**config.mk**
```make
export PLATFORM = sky130hd
export DESIGN_NAME = alu_exec
export DESIGN_NICKNAME = d
export VERILOG_FILES = /design/src/rtl/alu_exec_pkg.sv /design/src/rtl/alu_exec_mul_seq.sv /design/src/rtl/alu_exec.sv
export VERILOG_INCLUDE_DIRS = /design/src /design/src/rtl
export SDC_FILE = /design/constraint.sdc
export NUM_CORES = 1
export LEC_CHECK = 0
export ABC_CLOCK_PERIOD_IN_PS = 5100
export BUFFER_PORTS_ARGS = -buffer_cell sky130_fd_sc_hd__buf_2
export CAP_MARGIN = 15
export CORE_MARGIN = 3
export CORE_UTILIZATION = 46
export CTS_BUF_LIST = sky130_fd_sc_hd__clkbuf_8 sky130_fd_sc_hd__clkbuf_16
export DETAILED_ROUTE_END_ITERATION = 16
export HOLD_SLACK_MARGIN = 0.03
export PLACE_DENSITY = 0.66
export RECOVER_POWER = 25
export SETUP_SLACK_MARGIN = 0.1
export SYNTH_ARGS = -nofsm -noshare
export SYNTH_HDL_FRONTEND = slang
export SYNTH_SLANG_ARGS = --single-unit
```
**constraint.sdc**
```tcl
create_clock -name clk -period 5.1 [get_ports clk]
set_clock_uncertainty 0.05 [all_clocks]
set_input_delay 0.255 -clock clk [delete_from_list [all_inputs] [get_ports clk]]
set_output_delay 0.255 -clock clk [all_outputs]
set_load 0.1 [all_outputs]
```
**src/rtl/alu_defs.sv**
```systemverilog
// alu_defs: shared ALUctrl operation codes.
// Both the ALU controller and the execute unit pull these in, so the two
// sides always agree on the encoding. The guard keeps repeated inclusion
// (or compiling this file on its own) harmless.
`ifndef ALU_DEFS_VH
`define ALU_DEFS_VH
`define ALU_AND    6'h00
`define ALU_OR     6'h01
`define ALU_ADD    6'h02
`define ALU_ADDU   6'h03
`define ALU_XOR    6'h04
`define ALU_SUB    6'h06
`define ALU_SLT    6'h07
`define ALU_SLTU   6'h08
`define ALU_LUI    6'h09
`define ALU_SLL1   6'h0A
`define ALU_SLL2   6'h0B
`define ALU_SLL8   6'h0C
`define ALU_SRL1   6'h0D
`define ALU_SRL2   6'h0E
`define ALU_SRL8   6'h0F
`define ALU_SRA1   6'h10
`define ALU_SRA2   6'h11
`define ALU_SRA8   6'h12
`define ALU_MULTU  6'h13
`endif

```
**src/rtl/alu_exec_pkg.sv**
```systemverilog
// alu_exec_pkg: types and constants shared by the execute unit.
// Contents: default operand width, FSM state type, typed copies of the
// ALUctrl codes, and a helper that recognises the multi-cycle opcode.
package alu_exec_pkg;
`ifndef ALU_DEFS_VH
`include "alu_defs.sv"
`endif

  localparam int WIDTH_DEFAULT = 32;

  typedef enum logic [0:0] {
    ST_IDLE = 1'b0,
    ST_MUL  = 1'b1
  } state_t;

  localparam logic [5:0] OP_AND   = `ALU_AND;
  localparam logic [5:0] OP_OR    = `ALU_OR;
  localparam logic [5:0] OP_ADD   = `ALU_ADD;
  localparam logic [5:0] OP_ADDU  = `ALU_ADDU;
  localparam logic [5:0] OP_XOR   = `ALU_XOR;
  localparam logic [5:0] OP_SUB   = `ALU_SUB;
  localparam logic [5:0] OP_SLT   = `ALU_SLT;
  localparam logic [5:0] OP_SLTU  = `ALU_SLTU;
  localparam logic [5:0] OP_LUI   = `ALU_LUI;
  localparam logic [5:0] OP_SLL1  = `ALU_SLL1;
  localparam logic [5:0] OP_SLL2  = `ALU_SLL2;
  localparam logic [5:0] OP_SLL8  = `ALU_SLL8;
  localparam logic [5:0] OP_SRL1  = `ALU_SRL1;
  localparam logic [5:0] OP_SRL2  = `ALU_SRL2;
  localparam logic [5:0] OP_SRL8  = `ALU_SRL8;
  localparam logic [5:0] OP_SRA1  = `ALU_SRA1;
  localparam logic [5:0] OP_SRA2  = `ALU_SRA2;
  localparam logic [5:0] OP_SRA8  = `ALU_SRA8;
  localparam logic [5:0] OP_MULTU = `ALU_MULTU;

  function automatic logic is_mul(input logic [5:0] code);
    return code == OP_MULTU;
  endfunction
endpackage

```
**src/rtl/alu_exec_mul_seq.sv**
```systemverilog
// mul_seq: unsigned shift-add multiplier, one multiplier bit per step.
// Ports:
//   clk, reset    - clock and synchronous active-high reset
//   load          - capture a (multiplicand) and b (multiplier), clear state
//   step          - consume one multiplier bit
//   a, b          - operands, sampled only on load
//   product_next  - accumulator value after the current step
//   last          - current step is the final (WIDTH-th) one
module mul_seq
  #(parameter int WIDTH = 32)
  (
    input  logic               clk,
    input  logic               reset,
    input  logic               load,
    input  logic               step,
    input  logic [WIDTH-1:0]   a,
    input  logic [WIDTH-1:0]   b,
    output logic [2*WIDTH-1:0] product_next,
    output logic               last
  );

  localparam int CW = $clog2(WIDTH);

  logic [2*WIDTH-1:0] acc;
  logic [2*WIDTH-1:0] mcand;
  logic [WIDTH-1:0]   mplier;
  logic [CW-1:0]      count;

  // Exposing the post-step sum lets the parent latch the finished product
  // on the same edge as the final step instead of one cycle later.
  always_comb begin
    product_next = acc + (mplier[0] ? mcand : '0);
    last         = (count == CW'(WIDTH - 1));
  end

  // The multiplicand walks left while the multiplier walks right, so the
  // low multiplier bit always selects the correctly weighted addend.
  always_ff @(posedge clk) begin
    if (reset) begin
      acc    <= '0;
      mcand  <= '0;
      mplier <= '0;
      count  <= '0;
    end else if (load) begin
      acc    <= '0;
      mcand  <= {{WIDTH{1'b0}}, a};
      mplier <= b;
      count  <= '0;
    end else if (step) begin
      acc    <= product_next;
      mcand  <= mcand << 1;
      mplier <= mplier >> 1;
      count  <= count + CW'(1);
    end
  end
endmodule

```
**src/rtl/alu_exec.sv**
```systemverilog
// alu_exec: registered execute-stage ALU with a sequential unsigned multiply.
// Ports:
//   clk, reset   - clock and synchronous active-high reset
//   start        - operation request, honoured only while busy is low
//   ALUctrl      - 6-bit operation code from the ALU controller
//   a, b         - operands
//   result/zero/overflow - registered outcome of the last single-cycle op
//   hi, lo       - product words written by MULTU
//   busy         - multiply in flight; start requests are dropped
//   done         - one-cycle completion pulse per accepted request
module alu_exec
  import alu_exec_pkg::*;
  #(parameter int WIDTH = WIDTH_DEFAULT)
  (
    input  logic             clk,
    input  logic             reset,
    input  logic             start,
    input  logic [5:0]       ALUctrl,
    input  logic [WIDTH-1:0] a,
    input  logic [WIDTH-1:0] b,
    output logic [WIDTH-1:0] result,
    output logic             zero,
    output logic             overflow,
    output logic [WIDTH-1:0] hi,
    output logic [WIDTH-1:0] lo,
    output logic             busy,
    output logic             done
  );

  state_t             state;
  logic [WIDTH-1:0]   alu_res;
  logic               alu_ovf;
  logic [WIDTH-1:0]   sum;
  logic [WIDTH-1:0]   diff;
  logic               mul_load;
  logic               mul_step;
  logic               mul_last;
  logic [2*WIDTH-1:0] mul_next;

  // Single-cycle operation mux; unknown codes fall through to zero.
  always_comb begin
    alu_res = '0;
    alu_ovf = 1'b0;
    sum     = a + b;
    diff    = a - b;
    case (ALUctrl)
      OP_AND:  alu_res = a & b;
      OP_OR:   alu_res = a | b;
      OP_ADD: begin
        alu_res = sum;
        alu_ovf = (a[WIDTH-1] == b[WIDTH-1]) && (sum[WIDTH-1] != a[WIDTH-1]);
      end
      OP_ADDU: alu_res = sum;
      OP_XOR:  alu_res = a ^ b;
      OP_SUB: begin
        alu_res = diff;
        alu_ovf = (a[WIDTH-1] != b[WIDTH-1]) && (diff[WIDTH-1] != a[WIDTH-1]);
      end
      OP_SLT:  alu_res = {{(WIDTH-1){1'b0}}, $signed(a) < $signed(b)};
      OP_SLTU: alu_res = {{(WIDTH-1){1'b0}}, a < b};
      OP_LUI:  alu_res = b << 16;
      OP_SLL1: alu_res = b << 1;
      OP_SLL2: alu_res = b << 2;
      OP_SLL8: alu_res = b << 8;
      OP_SRL1: alu_res = b >> 1;
      OP_SRL2: alu_res = b >> 2;
      OP_SRL8: alu_res = b >> 8;
      OP_SRA1: alu_res = $signed(b) >>> 1;
      OP_SRA2: alu_res = $signed(b) >>> 2;
      OP_SRA8: alu_res = $signed(b) >>> 8;
      default: alu_res = '0;
    endcase
  end

  // The multiplier captures its own operand copies on load, so later
  // changes to a/b cannot disturb a multiply in flight.
  assign mul_load = (state == ST_IDLE) && start && is_mul(ALUctrl);
  assign mul_step = (state == ST_MUL);

  mul_seq #(.WIDTH(WIDTH)) u_mul (
    .clk          (clk),
    .reset        (reset),
    .load         (mul_load),
    .step         (mul_step),
    .a            (a),
    .b            (b),
    .product_next (mul_next),
    .last         (mul_last)
  );

  // Control FSM plus output registers; done defaults low so it can only
  // ever be a single-cycle pulse.
  always_ff @(posedge clk) begin
    if (reset) begin
      state    <= ST_IDLE;
      result   <= '0;
      zero     <= 1'b1;
      overflow <= 1'b0;
      hi       <= '0;
      lo       <= '0;
      busy     <= 1'b0;
      done     <= 1'b0;
    end else begin
      done <= 1'b0;
      case (state)
        ST_IDLE: begin
          if (start) begin
            if (is_mul(ALUctrl)) begin
              state <= ST_MUL;
              busy  <= 1'b1;
            end else begin
              result   <= alu_res;
              zero     <= (alu_res == '0);
              overflow <= alu_ovf;
              done     <= 1'b1;
            end
          end
        end
        ST_MUL: begin
          if (mul_last) begin
            hi    <= mul_next[2*WIDTH-1:WIDTH];
            lo    <= mul_next[WIDTH-1:0];
            done  <= 1'b1;
            busy  <= 1'b0;
            state <= ST_IDLE;
          end
        end
        default: begin
          state <= ST_IDLE;
          busy  <= 1'b0;
        end
      endcase
    end
  end
endmodule

```
=== Word-level counts from Yosys, hierarchy flattened ===
Index checks and enable logic that the tools add are counted.
Widths: inputs -> output; s select.

* $add $sub $neg: 4
* Multipliers: 0
* Divide/modulo/power cells: 0
* Magnitude comparators: 2
* Eq/ne operators: 26
* Shifts and indexed selects: 0
* Multiplexer cells: 19
* Bitwise gates (word level): 5
* Reductions and logical operators: 12

{| class="wikitable"
|+ Operators by type and width
! cell !! count
|-
| $pmux 32 s17 || 1
|-
| $mux 32 || 4
|-
| $add 64x64->64 || 1
|-
| $lt 32x32->1 || 2
|-
| $mux 64 || 1
|-
| $eq 6x4->1 const B || 8
|-
| $add 32x32->32 || 1
|-
| $and 32x32->32 || 1
|-
| $logic_not 32->1 || 1
|-
| $or 32x32->32 || 1
|-
| $sub 32x32->32 || 1
|-
| $xor 32x32->32 || 1
|-
| $eq 6x5->1 const B || 4
|-
| $eq 6x3->1 const B || 3
|-
| $eq 6x2->1 const B || 2
|-
| $mux 1 || 9
|-
| $pmux 1 s2 || 4
|-
| $eq 6x1->1 const B || 1
|-
| $logic_not 6->1 || 1
|-
| $reduce_and 3->1 || 2
|-
| $add 5x1->5 const B || 1
|-
| $eq 5x5->1 const B || 1
|-
| $logic_and 1x1->1 || 4
|-
| $ne 2x1->1 const B || 2
|-
| other kinds (7) || 11
|}

* Register bits: 266
* Latch bits: 0
* Bits in writable memories: 0
* Memory bits (read-only): 0
* Input port bits: 73
* Output and inout bits: 100
* Logic and storage cells: 81
* Memories: 0

=== Depth between registers and ports, before layout ===
Gate-level depths: netlist of run 1.

* Word-level depth: 4
* Gate-level depth with buffers: 17
* Mapped depth without buffers: 15

=== By module ===
Synthesis of run 1 repeated with hierarchy kept, for this count alone.

* Cells, all modules: 2825
* Area total of the unflattened synthesis: 21234.1 µm²

{| class="wikitable"
|+ Modules (own cells, without submodules)
! module !! times used !! cells an instance !! area an instance (µm²) !! seq. area each (µm²)
|-
| mul_seq || 1 || 1333 || 10715.3 || 3303.2
|-
| alu_exec || 1 || 1492 || 10518.8 || 2021.9
|}

=== Least setup slack after synthesis of run 1 ===
Ideal clock, no wire load.

* Path kind: register to register
* Start: reg u_mul.mplier[0]
* End: reg u_mul.acc[48]
* Arrival time: 4036 ps
* Data required time: 4928 ps
* Setup slack: 892 ps
* Stages on the path, launching flop included: 18
* Clock period less this slack: 4208 ps
* Cell sequence: dfxtp_1 clkbuf_1 clkbuf_1 and2_1 ha_1 inv_1 fa_1 nor2b_1 o2111a_1 o21ai_1 a21o_1 a311o_1 a2111oi_1 o21ai_0 a41o_1 or3_1 mux2i_1 a311o_1

* Longest elaborated chain between the ends: 2

{| class="wikitable"
|+ RTL lines
! element !! line !! source
|-
| start, declared || alu_exec_mul_seq.sv:26 || <nowiki>logic [WIDTH-1:0] mplier;</nowiki>
|-
| start signal, assigned || alu_exec_mul_seq.sv:52 || <nowiki>mplier <= mplier >> 1;</nowiki>
|-
| $mux 64 || alu_exec_mul_seq.sv:32 || <nowiki>product_next = acc + (mplier[0] ? mcand : '0);</nowiki>
|-
| $add 64x64->64 || alu_exec_mul_seq.sv:32 ||
|-
| end signal, assigned || alu_exec_mul_seq.sv:50 || <nowiki>acc <= product_next;</nowiki>
|-
| end, declared || alu_exec_mul_seq.sv:24 || <nowiki>logic [2*WIDTH-1:0] acc;</nowiki>
|}

Every way passes these cells.
A chain may end at the register's enable or synchronous reset.

=== Worst setup path after layout of run 1 ===
* Start: in a[0]
* End: reg zero

* Longest elaborated chain between the ends: 3
* Elaborated cells between the ends (all ways): 9
* Those cells by class: add/sub (2); order compare (2); mux (1); bitwise (3); reduce/logical (1)

{| class="wikitable"
|+ RTL lines
! element !! line !! source
|-
| start, declared || alu_exec.sv:19 || <nowiki>input logic [WIDTH-1:0] a,</nowiki>
|-
| $sub 32x32->32, or another cell as far along || alu_exec.sv:45 || <nowiki>diff = a - b;</nowiki>
|-
| $pmux 32 s17 * || alu_exec.sv:46 || <nowiki>case (ALUctrl)</nowiki>
|-
| $logic_not 32->1 * || alu_exec.sv:113 || <nowiki>zero <= (alu_res == '0);</nowiki>
|-
| end signal, assigned || alu_exec.sv:113 ||
|-
| end, declared || alu_exec.sv:22 || <nowiki>output logic zero,</nowiki>
|}

Every way passes the cells marked *; elsewhere a longest branch is shown, timed or not.

==> results of run 1 <==
[through the flow]
step,cells,util [%],cell area [µm²],worst slack (ns)
after floorplan,2735,-,20600,0.892
after global placement,3336,50.0,21800,0.447
after detailed placement,3336,50.0,21800,0.493
after CTS,3419,53.2,23200,0.648
after global routing,3420,52.9,23100,0.360
final,3422,52.9,23100,0.599
[flip-flops by register name (all words and copies together) (netlist names)]
register / count
u_mul.count: 5
lo: 32
u_mul.mplier: 32
result: 32
u_mul.mcand: 64
busy: 1
mul_step: 1
hi: 32
u_mul.acc: 64
overflow: 1
zero: 1
done: 1
[cell families after synthesis]
kind of cell,Yosys count
AOI/OAI and AO/OA,874
xor gates and xnor gates,58
buffers and inverters,330
adders and majority gates,170
muxes,97
DFF,266
and+or+nand+nor,940
[cells in the mapped netlist, drive strengths merged, types with 62 or more instances]
library cell and count:
inv 118, a21oi 280, nand2 314, ha 167, nand3 62, nor3 62, mux2i 95, and2 76
o21ai 112, a22oi 101, clkbuf 159, nor2 254, dfxtp 266
[metal layers]
metal	wire, µm	part of all wire, %	GRT usage [%]
met1	33600	42	41.7
met2	36000	45	53.1
met4	4220	5.2	15.0
met3	6610	8.2	6.87
met5	56	0.070	0
[critical path: stages]
cell and delay (ns):
dlygate4sd3_1 0.52, buf_2 0.16, ha_1 0.22, inv_1 0.08, fa_1 0.39, nand2b_1 0.23, a211oi_2 0.31, o2111ai_2 0.26
a21oi_1 0.43, o211ai_1 0.29, o21ai_1 0.41, nand3_1 0.12, a221o_1 0.31, o31a_1 0.14, or4_4 0.52, o41ai_2 0.29
[cell usage in the layout (no fill, tap or decap), types with 25 or more instances in the layout]
master         instances
a211oi_1              40
o21a_1                25
dlygate4sd3_1         27
a21o_1                48
o21ai_0              103
a21oi_1              279
and2_1                75
nor3_1                60
dfxtp_1              265
inv_1                122
nor2_1               248
a22oi_1              101
ha_1                 167
a31oi_1               29
nand2_1              313
buf_4                 55
clkbuf_1              91
buf_2                 80
clkbuf_16             31
mux2i_1               95
nand3_1               62
xnor2_1               35
nand4_1               34
[where the power goes]
group          leakage, µW  internal (µW)  switching, µW  total (µW)
Combinational      0.00663            308            816        1120
Sequential         0.00215           2100           16.7        2120
Clock             0.000558           1420            963        2380
[area by class of cell]
class / instances / area (µm²)
diodes: 3 / 7.51
clock buffers: 42 / 927
clock inverters: 14 / 170
fillers: 4326 / 20500
inverters: 119 / 447
multi-input cells: 2139 / 14100
flip-flops and latches: 266 / 5330
well taps: 585 / 732
repair buffers: 254 / 1440
[how the worst min path moves through the flow]
stage	startpoint	end	cells after the start
final	a[29]	u_mul.mcand[29]$_SDFFE_PP0P_	3
after global routing	a[16]	u_mul.mcand[16]$_SDFFE_PP0P_	3
after CTS	b[0]	u_mul.mplier[0]$_SDFFE_PP0P_	3
after detailed placement	hi[10]$_SDFFE_PP0P_	hi[10]$_SDFFE_PP0P_	2
after global placement	lo[7]$_SDFFE_PP0P_	lo[7]$_SDFFE_PP0P_	2
after floorplan	a[0]	u_mul.mcand[0]$_SDFFE_PP0P_	2
==> qor.txt, run 1 <==
Share of cells above drive strength 1 - 8.57%
Final TNS setup - 0 ns
Worst Hold Slack - 0.0564 ns
Critical Path RT - 5.55 ns
H-tree depth - 1
Clk slew on worst S/H paths - 0.06 ns
FMAX - 0.222 GHz
Max clock buf depth - 3
Post-Synthesis Cells - 2735
CP Class - primary input to flop
Largest family of logic cells by synthesized area - compound AO/OA/AOI/OAI gates
Core area - 0.0436 mm²
DP HPWL - 59200 µm
Slew headroom - 16.8%
Mux share of post-synthesis cell area - 4.73%
DR vias - 21.7k
Initial Util - 47.2%
Syn nets - 2978
Largest net degree at the start of global routing - 78
CTS tree - yes
Register-to-Register Setup Slack - 0.60 ns
Port Buffers - 172
Top FF cell, synth - dfxtp_1
Largest cells by area after synthesis - dfxtp_1 (26%), ha_1 (10%), a21oi_1 (6.8%)
FP Rows - 76
Global-route wire length before repair - 122000 µm
Drt pass-1 iters - 6
Final max-slew violation count - 0
Status - finished clean
Hold Fails Final Rpt - 0
Post-synthesis compound-gate area fraction - 28.7%
Nets - 3053
Clock Latency Late Sink - 0.61 ns
Fin crit share - 88.3%
Type of origin of the critical path - primary input
Synthesized cell area - 0.0206 mm²
IO Pins - 173
Synth Area in XOR/XNOR - 2.47%
Post-synthesis sequential area ratio - 25.9%
Clock root buffer - clkbuf_16
Peak VDD IR - 0.246 mV
Vias in the first global route - 20.7k
Global route overflow - 0
Worst r2r path cells - 15
Avg WL per Cell - 23.5 µm
Leak - 0.00934 µW
Post-synthesis simple-gate area fraction - 21.5%
RSZ-0062 raised after global routing - false
CTS Hold Bufs - 27
Die X - 218 µm
Critical Path Sink Type - flop
Setup violations, final - 0
Reg2reg end - u_mul.acc[51]$_SDFFE_PP0P_
Post-synth top area share - 25.9%
Die Y - 218 µm
Top cell type by total area after synthesis - dfxtp_1
Via-per-instance ratio - 6.33
DRT antenna net count - 0
RePlAce Congestion - 0.998
Worst-Margin Slew - 1.25 ns
Synth Area in Adders - 10.4%
DRC - 0
PD cells - 243 mW/mm²
Power, Total - 5620 µW
Syn. warnings - 0
Crit Path Max Fanout - 5
Launch point of the worst reg-to-reg path - u_mul.mplier[0]$_SDFFE_PP0P_
Post-CTS Setup Bufs - 0
Syn avg cell area - 7.53 µm²
Setup crit end - zero$_SDFFE_PP1P_
Worst Hold Class - primary input to flop
Initial detailed-routing violation count - 2036
EDFF count, synth - 0
Die ar. - 0.0473 mm²
Worst setup path startpoint - a[0]
CTS Sinks - 266
Minimum clock period - 4.50 ns
Critical Path AT - 4.95 ns
Tot GR Track Use - 32.7%
Cell variety after synth - 103
CTS resizes - 0
Post-synth ARST share - 0%
Initial antenna violation count - 7
#FFs+latches synth - 266
Layout area overhead - 12.2%
Inserted Clock Buffers - 30
Max-Cap Viols - 0
WL final - 80400 µm
(Power assumes the default switching activity.)
==> inputs of run 2 (changes only) <==
- CORE_UTILIZATION: 46 -> 55
- CTS_CLUSTER_DIAMETER: unset -> 30
- PLACE_DENSITY: 0.66 -> 0.76
==> run 2 against run 1 <==
Net effect:
- routed wire length fell by 3.3%
- critical endpoint unchanged
- combinational power barely moved
- sequential power barely moved
- largest cell class unchanged
- critical path type unchanged
- worst hold slack improved by 0.011 ns
- critical path depth fell by 1
==> qor.txt, run 2 (synthesis gave the netlist of run 1 again) <==
Status - finished clean (unchanged)
Worst Hold Slack - 0.0672 ns (was 0.0564 ns)
Initial antenna violation count - 9 (was 7)
Nets - 3083 (was 3053)
Setup violations, final - 0 (unchanged)
FILL cells - 3166 (was 4326)
Slew headroom - 15.9% (was 16.8%)
H-tree depth - 2 (was 1)
Post-CTS Setup Bufs - 0 (unchanged)
Placed Cells incl. Taps - 3214 (was 3336)
Drt pass-1 iters - 8 (was 6)
CTS tree - yes (unchanged)
Avg WL per Cell - 23.1 µm (was 23.5 µm)
RSZ-0062 raised after global routing - false (unchanged)
Fin cells - 3362 (was 3422)
WL final - 77700 µm (was 80400 µm)
RePlAce Congestion - 1.01 (was 0.998)
Critical Path RT - 5.59 ns (was 5.55 ns)
Leak - 0.00986 µW (was 0.00934 µW)
Via-per-instance ratio - 6.55 (was 6.33)
Global route overflow - 0 (unchanged)
FMAX - 0.224 GHz (was 0.222 GHz)
Port Buffers - 172 (unchanged)
Critical Path Sink Type - flop (unchanged)
Share of cells above drive strength 1 - 10.3% (was 8.57%)
Vias in the first global route - 21.1k (was 20.7k)
Initial detailed-routing violation count - 2212 (was 2036)
Max-Cap Viols - 0 (unchanged)
Register area - 0.00533 mm² (unchanged)
Minimum clock period - 4.46 ns (was 4.50 ns)
Crit Path Max Fanout - 8 (was 5)
Clock share of power - 55.9% (was 42.3%)
Die X - 200 µm (was 218 µm)
FP Rows - 70 (was 76)
PD cells - 304 mW/mm² (was 243 mW/mm²)
Hold Fails Final Rpt - 0 (unchanged)
Clock root buffer - clkbuf_16 (unchanged)
Clock Latency Late Sink - 0.63 ns (was 0.61 ns)
DP Area - 0.0217 mm² (was 0.0218 mm²)
Worst-Margin Slew - 1.27 ns (was 1.25 ns)
Critical Path AT - 4.95 ns (about the same)
Combinational share of power - 15.0% (was 20.0%)
Layout area overhead - 16.8% (was 12.2%)
Final max-slew violation count - 0 (unchanged)
Pre-CTS setup slack - 0.531 ns (was 0.493 ns)
Max clock buf depth - 3 (unchanged)
DR vias - 22.0k (was 21.7k)
Top flop regs - u_mul.acc (64), u_mul.mcand (64) (unchanged)
Commonest non-fill, non-tap cell in the layout - nand2_1 (unchanged)
DP HPWL - 56700 µm (was 59200 µm)
Tot GR Track Use - 38.0% (was 32.7%)
Inserted Clock Buffers - 60 (was 30)
CP Class - primary input to flop (unchanged)
Internal Power - 5040 µW (was 3820 µW)
CTS Sinks - 266 (unchanged)
Net Sw Power - 2260 µW (was 1800 µW)
Type of origin of the critical path - primary input (unchanged)
Sw frac - 31.0% (was 32.0%)
Peak VDD IR - 0.256 mV (was 0.246 mV)
DRC - 0 (unchanged)
Final TNS setup - 0 ns (unchanged)
CTS resizes - 0 (unchanged)
Die ar. - 0.0398 mm² (was 0.0473 mm²)
Final worst slack - 0.640 ns (was 0.599 ns)
Sequential share of power - 29.1% (was 37.7%)
Fin area - 0.0240 mm² (was 0.0231 mm²)
IO Pins - 173 (unchanged)
Initial Util - 56.0% (was 47.2%)
Fin crit share - 87.5% (was 88.3%)
DRT antenna net count - 0 (unchanged)
Most frequent cells in the layout - nand2_1 (313), a21oi_1 (279), dfxtp_1 (265) (unchanged)
Clk slew on worst S/H paths - 0.05 ns (was 0.06 ns)
Worst Hold Class - primary input to flop (unchanged)
Die Y - 200 µm (was 218 µm)
Largest net degree at the start of global routing - 85 (was 78)
Footprint of the multi-input gates - 0.0141 mm² (about the same)
Core area - 0.0368 mm² (was 0.0436 mm²)
Global-route wire length before repair - 120000 µm (was 122000 µm)
CTS Hold Bufs - 32 (was 27)
-- run 2: cell count changes in the layout (fill, tap and decap cells not counted), sizes merged --
cell,change
clkinv,+17
inv,+16
dlygate4sd3,+5
diode,-1
bufinv,+4
buf,-5
clkbuf,+21
-- run 2: layout make-up --
class | count | share of cell area (%)
Antenna cell | 2 | 0.0208
Clock inverter | 51 | 2.65
Clock buffer | 63 | 6.42
Tap cell | 468 | 2.44
Inverter | 119 | 1.86
Multi-Input combinational cell | 2139 | 58.4
Timing Repair Buffer | 254 | 6.01
Sequential cell | 266 | 22.2
-- run 2: path summary, 6_finish.rpt --
check	slack (ns)	cells past startpoint	end	start
max	0.64	15	zero$_SDFFE_PP1P_	a[4]
min reg2reg	0.40	2	hi[20]$_SDFFE_PP0P_	hi[20]$_SDFFE_PP0P_
max reg2reg	0.73	15	u_mul.acc[48]$_SDFFE_PP0P_	u_mul.mcand[0]$_SDFFE_PP0P_
min	0.07	3	u_mul.mcand[15]$_SDFFE_PP0P_	a[15]
-- run 2: metrics by stage --
stage,power (µW),util [%]
2_1_floorplan,2870,-
3_3_place_gp,3210,58.9
3_5_place_dp,3210,58.9
4_1_cts,7300,65.7
5_1_grt,7500,65.4
6_report,7300,65.4
-- run 2: metal layers --
layer	wire (µm)	global-route usage (%)	vias up
li1	-	-	10159
met1	30600	47.1	10365
met2	35100	62.3	1187
met3	7030	7.45	310
met4	4830	21.0	16
met5	117	0	-
-- run 2: critical path, stage by stage --
cell	delay [ns]
dlygate4sd3_1	0.52
buf_2	0.15
inv_1	0.05
ha_1	0.41
nor2_1	0.34
o311a_1	0.36
o21bai_4	0.13
o221a_4	0.34
o211ai_1	0.32
a32oi_1	0.18
o41ai_1	0.43
mux2_2	0.39
a211oi_1	0.58
nand2_1	0.14
o41ai_2	0.34
-- run 2: power groups by stage --
stage               Clock, µW  Sequential [µW]  Combinational [µW]
floorplan                   0             2310                 555
global placement            0             2160                1040
detailed placement          0             2160                1050
CTS                      4110             2120                1070
global route             4220             2120                1160
finish                   4080             2120                1100
